$ cat config.mk
export PLATFORM = sky130hd
export DESIGN_NAME = baud_tick_gen
export DESIGN_NICKNAME = d
export VERILOG_FILES = /design/src/rtl/uart_pkg.sv /design/src/rtl/baud_frac_acc.sv /design/src/rtl/baud_tick_gen.sv
export SDC_FILE = /design/constraint.sdc
export NUM_CORES = 1
export LEC_CHECK = 0
export CAP_MARGIN = 0
export CORE_MARGIN = 2
export CORE_UTILIZATION = 53
export CTS_CLUSTER_SIZE = 8
export DETAILED_ROUTE_END_ITERATION = 16
export PLACE_DENSITY = 0.76
export SYNTH_ARGS = -nofsm -noshare
export SYNTH_HDL_FRONTEND = slang
export SYNTH_HIERARCHICAL = 1
export SYNTH_SLANG_ARGS = --single-unit
export TNS_END_PERCENT = 100
$ cat constraint.sdc
create_clock -name clk -period 2.9 [get_ports clk]
set_clock_uncertainty 0.2 [all_clocks]
set_input_delay 0.58 -clock clk [delete_from_list [all_inputs] [get_ports clk]]
set_output_delay 0.58 -clock clk [all_outputs]
set_load 0.01 [all_outputs]
$ cat src/rtl/uart_pkg.sv
// uart_pkg - shared UART baud-rate definitions.
//
// Contents:
//   BAUD_DIV_W, BAUD_FRAC_W, BAUD_OVS, BAUD_RESET_DIV : default generator sizing
//   baud_div_t : divisor pair {int_div, frac}, frac in 1/2^BAUD_FRAC_W cycle units
//   calc_div   : divisor for a given clock, baud rate and oversampling ratio
package uart_pkg;

  localparam int BAUD_DIV_W     = 16;
  localparam int BAUD_FRAC_W    = 4;
  localparam int BAUD_OVS       = 16;
  localparam int BAUD_RESET_DIV = 325;

  typedef struct packed {
    logic [BAUD_DIV_W-1:0]  int_div;
    logic [BAUD_FRAC_W-1:0] frac;
  } baud_div_t;

  // Clock cycles per oversample tick, in fixed point with BAUD_FRAC_W
  // fraction bits. The result is rounded to the nearest fraction step.
  function automatic baud_div_t calc_div(input longint clk_hz, input longint baud,
                                         input int ovs);
    longint    den;
    longint    scaled;
    baud_div_t d;
    den    = baud * longint'(ovs);
    scaled = (den == 0) ? 64'd0
                        : (clk_hz * (64'd1 << BAUD_FRAC_W) + den / 2) / den;
    d.int_div = scaled[BAUD_FRAC_W +: BAUD_DIV_W];
    d.frac    = scaled[BAUD_FRAC_W-1:0];
    return d;
  endfunction

endpackage

$ cat src/rtl/baud_frac_acc.sv
// baud_frac_acc - fractional phase accumulator for baud_tick_gen.
//
// Ports:
//   clk, reset : clock, asynchronous active-high reset
//   clear      : zero the accumulator (phase restart)
//   step       : add frac to the accumulator (period end)
//   frac       : fractional divisor to accumulate
//   carry      : overflow of acc + frac; lengthens the period that starts now
module baud_frac_acc
  import uart_pkg::*;
#(
  parameter int FRAC_W = BAUD_FRAC_W
) (
  input  logic              clk,
  input  logic              reset,
  input  logic              clear,
  input  logic              step,
  input  logic [FRAC_W-1:0] frac,
  output logic              carry
);

  logic [FRAC_W-1:0] acc;
  logic [FRAC_W:0]   sum;

  assign sum   = {1'b0, acc} + {1'b0, frac};
  assign carry = sum[FRAC_W];

  always_ff @(posedge clk or posedge reset) begin
    if (reset) begin
      acc <= '0;
    end else if (clear) begin
      acc <= '0;
    end else if (step) begin
      acc <= sum[FRAC_W-1:0];
    end
  end

endmodule

$ cat src/rtl/baud_tick_gen.sv
// baud_tick_gen - UART baud tick generator with integer + fractional divisor.
//
// Build option: BAUD_FRAC_EN adds the fractional accumulator; without it the
// fraction input is ignored and every period is exactly max(div_int, 1).
//
// Ports:
//   clk, reset : clock, asynchronous active-high reset
//   en         : count enable; all state holds and ticks are 0 while low
//   restart    : one-cycle phase restart (RX start-bit alignment)
//   div_int    : integer divisor, captured by div_load
//   div_frac   : fractional divisor, captured by div_load
//   div_load   : write the shadow divisor; it goes live at the next period end
//   os_tick    : oversample tick, one cycle per period
//   mid_tick   : with the os_tick closing oversample slot OVS/2-1
//   bit_tick   : with the os_tick closing oversample slot OVS-1
module baud_tick_gen
  import uart_pkg::*;
#(
  parameter int DIV_W     = BAUD_DIV_W,
  parameter int FRAC_W    = BAUD_FRAC_W,
  parameter int OVS       = BAUD_OVS,
  parameter int RESET_DIV = BAUD_RESET_DIV
) (
  input  logic              clk,
  input  logic              reset,
  input  logic              en,
  input  logic              restart,
  input  logic [DIV_W-1:0]  div_int,
  input  logic [FRAC_W-1:0] div_frac,
  input  logic              div_load,
  output logic              os_tick,
  output logic              mid_tick,
  output logic              bit_tick
);

  localparam int OVS_W = $clog2(OVS);
  localparam logic [OVS_W-1:0] MID_CNT   = OVS_W'(OVS / 2 - 1);
  localparam logic [OVS_W-1:0] LAST_CNT  = OVS_W'(OVS - 1);
  localparam logic [DIV_W-1:0] RESET_INT = DIV_W'(RESET_DIV);
  localparam logic [DIV_W-1:0] ONE       = DIV_W'(1);

  logic [DIV_W-1:0] cnt;
  logic [OVS_W-1:0] ovs_cnt;
  logic [DIV_W-1:0] a_int;
  logic [DIV_W-1:0] s_int;
  logic             pending;

  logic [DIV_W-1:0] eff_int;
  logic [DIV_W-1:0] eff_base;
  logic [DIV_W-1:0] rst_int;
  logic [DIV_W-1:0] rst_base;
  logic [DIV_W-1:0] reload_cnt;
  logic             reload;
  logic             carry;

  // A pending shadow takes effect at the reload, so the period starting at
  // that reload already uses the new divisor.
  assign eff_int  = pending ? s_int : a_int;
  assign eff_base = (eff_int == '0) ? ONE : eff_int;

  // On restart a simultaneous div_load bypasses the shadow.
  assign rst_int  = div_load ? div_int : eff_int;
  assign rst_base = (rst_int == '0) ? ONE : rst_int;

  assign reload     = en && !restart && (cnt == '0);
  // eff_base >= 1, so eff_base - 1 + carry never overflows.
  assign reload_cnt = eff_base - ONE + DIV_W'(carry);

`ifdef BAUD_FRAC_EN
  logic [FRAC_W-1:0] a_frac;
  logic [FRAC_W-1:0] s_frac;
  logic [FRAC_W-1:0] eff_frac;
  logic [FRAC_W-1:0] rst_frac;

  assign eff_frac = pending ? s_frac : a_frac;
  assign rst_frac = div_load ? div_frac : eff_frac;

  always_ff @(posedge clk or posedge reset) begin
    if (reset) begin
      a_frac <= '0;
      s_frac <= '0;
    end else begin
      if (div_load) begin
        s_frac <= div_frac;
      end
      if (restart) begin
        a_frac <= rst_frac;
      end else if (reload) begin
        a_frac <= eff_frac;
      end
    end
  end

  baud_frac_acc #(
    .FRAC_W (FRAC_W)
  ) u_frac_acc (
    .clk   (clk),
    .reset (reset),
    .clear (restart),
    .step  (reload),
    .frac  (eff_frac),
    .carry (carry)
  );
`else
  logic [FRAC_W-1:0] unused_div_frac;

  assign unused_div_frac = div_frac;
  assign carry           = 1'b0;
`endif

  always_ff @(posedge clk or posedge reset) begin
    if (reset) begin
      cnt      <= RESET_INT - ONE;
      ovs_cnt  <= '0;
      a_int    <= RESET_INT;
      s_int    <= RESET_INT;
      pending  <= 1'b0;
      os_tick  <= 1'b0;
      mid_tick <= 1'b0;
      bit_tick <= 1'b0;
    end else begin
      os_tick  <= 1'b0;
      mid_tick <= 1'b0;
      bit_tick <= 1'b0;

      if (div_load) begin
        s_int <= div_int;
      end

      if (restart) begin
        a_int   <= rst_int;
        pending <= 1'b0;
        cnt     <= rst_base - ONE;
        ovs_cnt <= '0;
      end else if (en) begin
        if (cnt != '0) begin
          cnt <= cnt - ONE;
        end else begin
          os_tick  <= 1'b1;
          mid_tick <= (ovs_cnt == MID_CNT);
          bit_tick <= (ovs_cnt == LAST_CNT);
          ovs_cnt  <= (ovs_cnt == LAST_CNT) ? '0 : ovs_cnt + OVS_W'(1);
          cnt      <= reload_cnt;
          a_int    <= eff_int;
          pending  <= 1'b0;
        end
      end

      // A load outside restart always leaves a pending shadow, even when it
      // coincides with a reload (that reload used the previous shadow).
      if (div_load && !restart) begin
        pending <= 1'b1;
      end
    end
  end

endmodule

Word-level counts from Yosys, hierarchy flattened. Index checks and enable logic that the tools add are counted.

Flip-flop bits (word level): 56. Input bits: 25.

$add $sub $neg: 4. Equal/unequal tests: 4. Multiplexer cells: 27. Reduce and logical (&&, ||, !) cells: 9.

Operator list (count): 16-bit two-way mux (10); 16-bit by 1-bit subtractor with 16-bit output (second input constant) (3); 16-bit logical NOT (2); 4-bit two-way mux (4); 16-bit nonzero test (1); 1-bit two-way mux (13); 4-bit by 1-bit adder with 4-bit output (second input constant) (1); 4-bit by 3-bit equality test with 1-bit output (second input constant) (1); 4-bit equality test (second input constant) (1); 2-bit AND reduction (2); 3-bit by 2-bit != test with 1-bit output (second input constant) (1); 3-bit nonzero test (1); 2-bit != test (second input constant) (1); 2-bit nonzero test (1); 1-bit logical AND (1); 1-bit logical NOT (1).

Longest topological paths before layout.
Word-level depth: 7. Mapped depth: 13. Depth with buffers taken out: 10.

Worst setup path after synthesis. OpenSTA, ideal clock, no wires.

Kind: input to register. From: in div_load. To: reg cnt[14]. Library setup time: 82 ps. Arrival time: 2623 ps. Setup slack: -5 ps. Stages: 11. Buffers on the path: 2. Path through: buf_4 > inv_1 > clkbuf_1 > a31oi_1 > a211oi_1 > a211oi_2 > nand2_1 > ha_1 > nand2_1 > or4_1 > a31oi_1.

Longest elaborated chain between the ends: 5.

RTL lines: start, declared (line baud_tick_gen.sv:30) `input logic div_load,`; 16-bit two-way mux (*) (line baud_tick_gen.sv:62) `assign rst_int = div_load ? div_int : eff_int;`; 16-bit logical NOT (line baud_tick_gen.sv:63) `assign rst_base = (rst_int == '0) ? ONE : rst_int;`; 16-bit two-way mux (*) (line baud_tick_gen.sv:63); 16-bit by 1-bit subtractor with 16-bit output (*) (line baud_tick_gen.sv:133) `cnt <= rst_base - ONE;`; 16-bit two-way mux (*) (line baud_tick_gen.sv:130) `if (restart) begin`; end signal, assigned (line baud_tick_gen.sv:133); end signal, assigned (line baud_tick_gen.sv:137) `cnt <= cnt - ONE;`; end signal, assigned (line baud_tick_gen.sv:143) `cnt <= reload_cnt;`; end, declared (line baud_tick_gen.sv:42) `logic [DIV_W-1:0] cnt;`.

Every way passes the cells marked *; elsewhere a longest branch is shown, timed or not. A chain may end at the register's enable or synchronous reset.

Final worst setup path.
From: reg pending. To: reg cnt[2].

Longest elaborated chain between the ends: 7.

RTL lines: start, declared (line baud_tick_gen.sv:46) `logic pending;`; start signal, assigned (line baud_tick_gen.sv:117) `pending <= 1'b0;`; start signal, assigned (line baud_tick_gen.sv:132) `pending <= 1'b0;`; start signal, assigned (line baud_tick_gen.sv:145) `pending <= 1'b0;`; 16-bit two-way mux (*) (line baud_tick_gen.sv:58) `assign eff_int = pending ? s_int : a_int;`; 16-bit logical NOT (line baud_tick_gen.sv:59) `assign eff_base = (eff_int == '0) ? ONE : eff_int;`; 16-bit two-way mux (line baud_tick_gen.sv:59); 16-bit by 1-bit subtractor with 16-bit output (line baud_tick_gen.sv:67) `assign reload_cnt = eff_base - ONE + DIV_W'(carry);`; 16-bit two-way mux (line baud_tick_gen.sv:136) `if (cnt != '0) begin`; 16-bit two-way mux (line baud_tick_gen.sv:135) `end else if (en) begin`; 16-bit two-way mux (*) (line baud_tick_gen.sv:130).

Every way passes the cells marked *; elsewhere a longest branch is shown, timed or not. The select of a mux whose other input is x is not followed.

==> results_dict.tcl <==
set metrics [dict create \
    clk_pin_slew_ns 0.11 \
    yosysMostFrequentCell "nor2_1" \
    drt-pass1-iter-count 6 \
    die_width_microns 86.4 \
    critPathLaunchType "register" \
    wl_per_cell_microns 18.6 \
    cts_tree "built" \
    cts.sinks 56 \
    area_delta_synth_final_pct 35.3 \
    core_region_area_sq_mm 0.00668 \
    cp_max_fo 6 \
    maxSlewHeadroom_pct 65.7 \
    drv_cap 0 \
    drc 0 \
    r2r-end "cnt[2]$_DFFE_PP1P_" \
    ff2ff_path_depth 11 \
    hold_end "cnt[6]$_DFFE_PP1P_" \
    p_leak_nw 2.03 \
    post_dp_cell_area_sq_mm 0.00441 \
    wl_mm 10.9 \
    rows 30 \
    finalCriticalPeriod_ns 2.97 \
    synth_ff_type "dfrtp_1" \
    num_vias 3703 \
    clock_path_buffers 2 \
    drt-vias-per-instance 6.29 \
    htree_levels 2 \
    crit_start "pending$_DFFE_PP0P_" \
    synthArstFlopShare_pct 100 \
    io_buffer_count 23 \
    finalMaxSlewViolations 0 \
    drive_gt1_share_pct 32.2 \
    hold_violations 0 \
    cts_buffers 5 \
    status "complete, but fails checks" \
    design.die.area_sq_mm 0.00747 \
    seq_area_frac_synth_pct 39.3 \
    synth.top_cells.by_area "dfrtp_1 (31%), dfstp_2 (8.0%), o21ai_0 (5.8%)" \
    hp-class "register to register" \
    max_freq_mhz 336 \
    power_density_mw_per_mm2 513 \
    end_kind "register" \
    post-place-ws_ns -0.450 \
    drtAntennaViolNets 0 \
    synth_edf_count 0 \
    grt_pass1_vias 3492 \
    r2r_setup_slack_ns -0.07 \
    grt_pass1_wl_mm 17.1 \
    clk_latency_ns 0.33 \
    cp.arrival_ns 3.02 \
    yosys_warnings 6 \
    hold_path.startpoint "cnt[6]$_DFFE_PP1P_" \
    worstPathRequired_ns 2.95 \
    drt-initial-drc-count 333 \
    fp.dieH_microns 86.4 \
    worst_slew_pin_slew_ns 0.514 \
    avgSynthCellArea_sq_um 8.66 \
    grt_max_degree 35 \
    n_fill_cell 472 \
    syn_area_sq_mm 0.00360 \
    start_util_pct 53.9 \
    antenna_found_initial 0 \
    synthCells 416 \
    hpwl_mm 7.57 \
    boundaryPins 28 \
    postLayoutSetupSlackWorst_ns -0.0731 \
    vdd_ir_drop_max_mv 0.450 \
    rsz0062_at_grt "yes" \
    ys_top_cells_by_count "nor2_1 (47), nand2_1 (46), dfrtp_1 (45)" \
    p_total_mw 2.50 \
    violations "negative setup slack" \
    fin_util_pct 72.9 \
    r2r-start "pending$_DFFE_PP0P_" \
    hold_depth 2 \
    finalNetCount 535 \
    crit_type "register to register" \
    synthDistinctLibCells 63 \
    antenna_cells 0 \
    ys_ff_latch 56 \
    netlist.area_leader.share_pct 31.3 \
    finalCritPeriodShare_pct 103 \
    cts_root_buf "clkbuf_8" \
    grt_overflow 0 \
    track_usage_pct 29.5 \
    synth_area_leader_cell "dfrtp_1" \
    syn_nets 443 \
    fin_area_sq_mm 0.00487 \
    gp_congestion 0.885 \
    finalSetupViolCount 4 \
]
## per-layer routing
layer	wire length [microns]	vias up	global-route usage, %
met4	260	0	9.23
met3	827	32	3.62
li1	-	1681	-
met5	0	-	0
met2	5410	199	49.3
met1	4440	1791	40.2
## layout by cell type, fill, tap and decap left out, types with 9 or more instances in the layout
cell type        count
clkdlybuf4s50_1     21
o21ai_0             38
nand2b_1             9
dfstp_2             11
inv_1               14
buf_4               79
nor4_1               9
a21oi_1             26
nor2_1              47
dfrtp_1             45
nand2_1             44
## report_power, final
| part | internal [mW] | total [mW] | leakage, nW | switching (mW) |
|---|---|---|---|---|
| Combinational | 0.473 | 0.948 | 1.31 | 0.474 |
| Clock | 0.257 | 0.526 | 0.0552 | 0.269 |
| Sequential | 0.907 | 1.03 | 0.669 | 0.120 |
| Total | 1.64 | 2.50 | 2.03 | 0.863 |
## what timing repair did
action	in CTS	in global routing
setup buffers	8	2
endpoints found under the setup margin	7	12
pin swaps	15	14
hold buffers	0	0
resized for setup	32	25
cloned	1	0
## sequential cells by signal (all words and copies together) (netlist names)
signal	flops
pending	1
bit_tick	1
s_int	16
ovs_cnt	4
os_tick	1
a_int	16
cnt	16
mid_tick	1
## critical path, cell delays in order (launching register included)
cell and delay, ns:
dfrtp_1 0.43, buf_12 0.15, buf_8 0.14, nor3_4 0.22, a31oi_4 0.06, or4_4 0.56
a211oi_4 0.33, nand2_4 0.10, ha_4 0.20, buf_6 0.12, or2_4 0.22, a31oi_1 0.16
## stage by stage
stage	TNS [ns]	hold slack (ns)	std cells
after global placement	-3.84	0.255	571
after CTS	0	0.290	588
after floorplan	0	0.238	416
after global routing	-0.848	0.315	589
after detailed placement	-4.33	0.277	571
final	-0.142	0.288	589
## cells by family after synthesis
group	synth area share (%)
mux	7.92
fa+ha+maj	0.695
flops	39.3
xor+xnor	2.19
compound gates	22.0
buf+inv	6.32
simple gates	21.5
## area by class of cell
type / count / area [sq um] / area share [%]
inverters: 17 / 63.8 / 1.31
repair buffers: 113 / 1000 / 20.5
clock buffers: 6 / 72.6 / 1.49
well taps: 80 / 100 / 2.05
clock inverters: 2 / 35.0 / 0.719
multi-input cells: 315 / 2190 / 44.9
flip-flops and latches: 56 / 1420 / 29.0
## how the worst max path moves through the flow
stage                                     end  depth (start not counted)  slack (ns)
after floorplan           cnt[14]$_DFFE_PP0P_                         12        0.02
after global placement    cnt[14]$_DFFE_PP0P_                         11       -0.43
after detailed placement  cnt[13]$_DFFE_PP0P_                         10       -0.45
after CTS                 cnt[13]$_DFFE_PP0P_                         10       0.001
after global routing      cnt[14]$_DFFE_PP0P_                         10       -0.15
final                      cnt[2]$_DFFE_PP1P_                         11       -0.07
(Power assumes the default switching activity.)
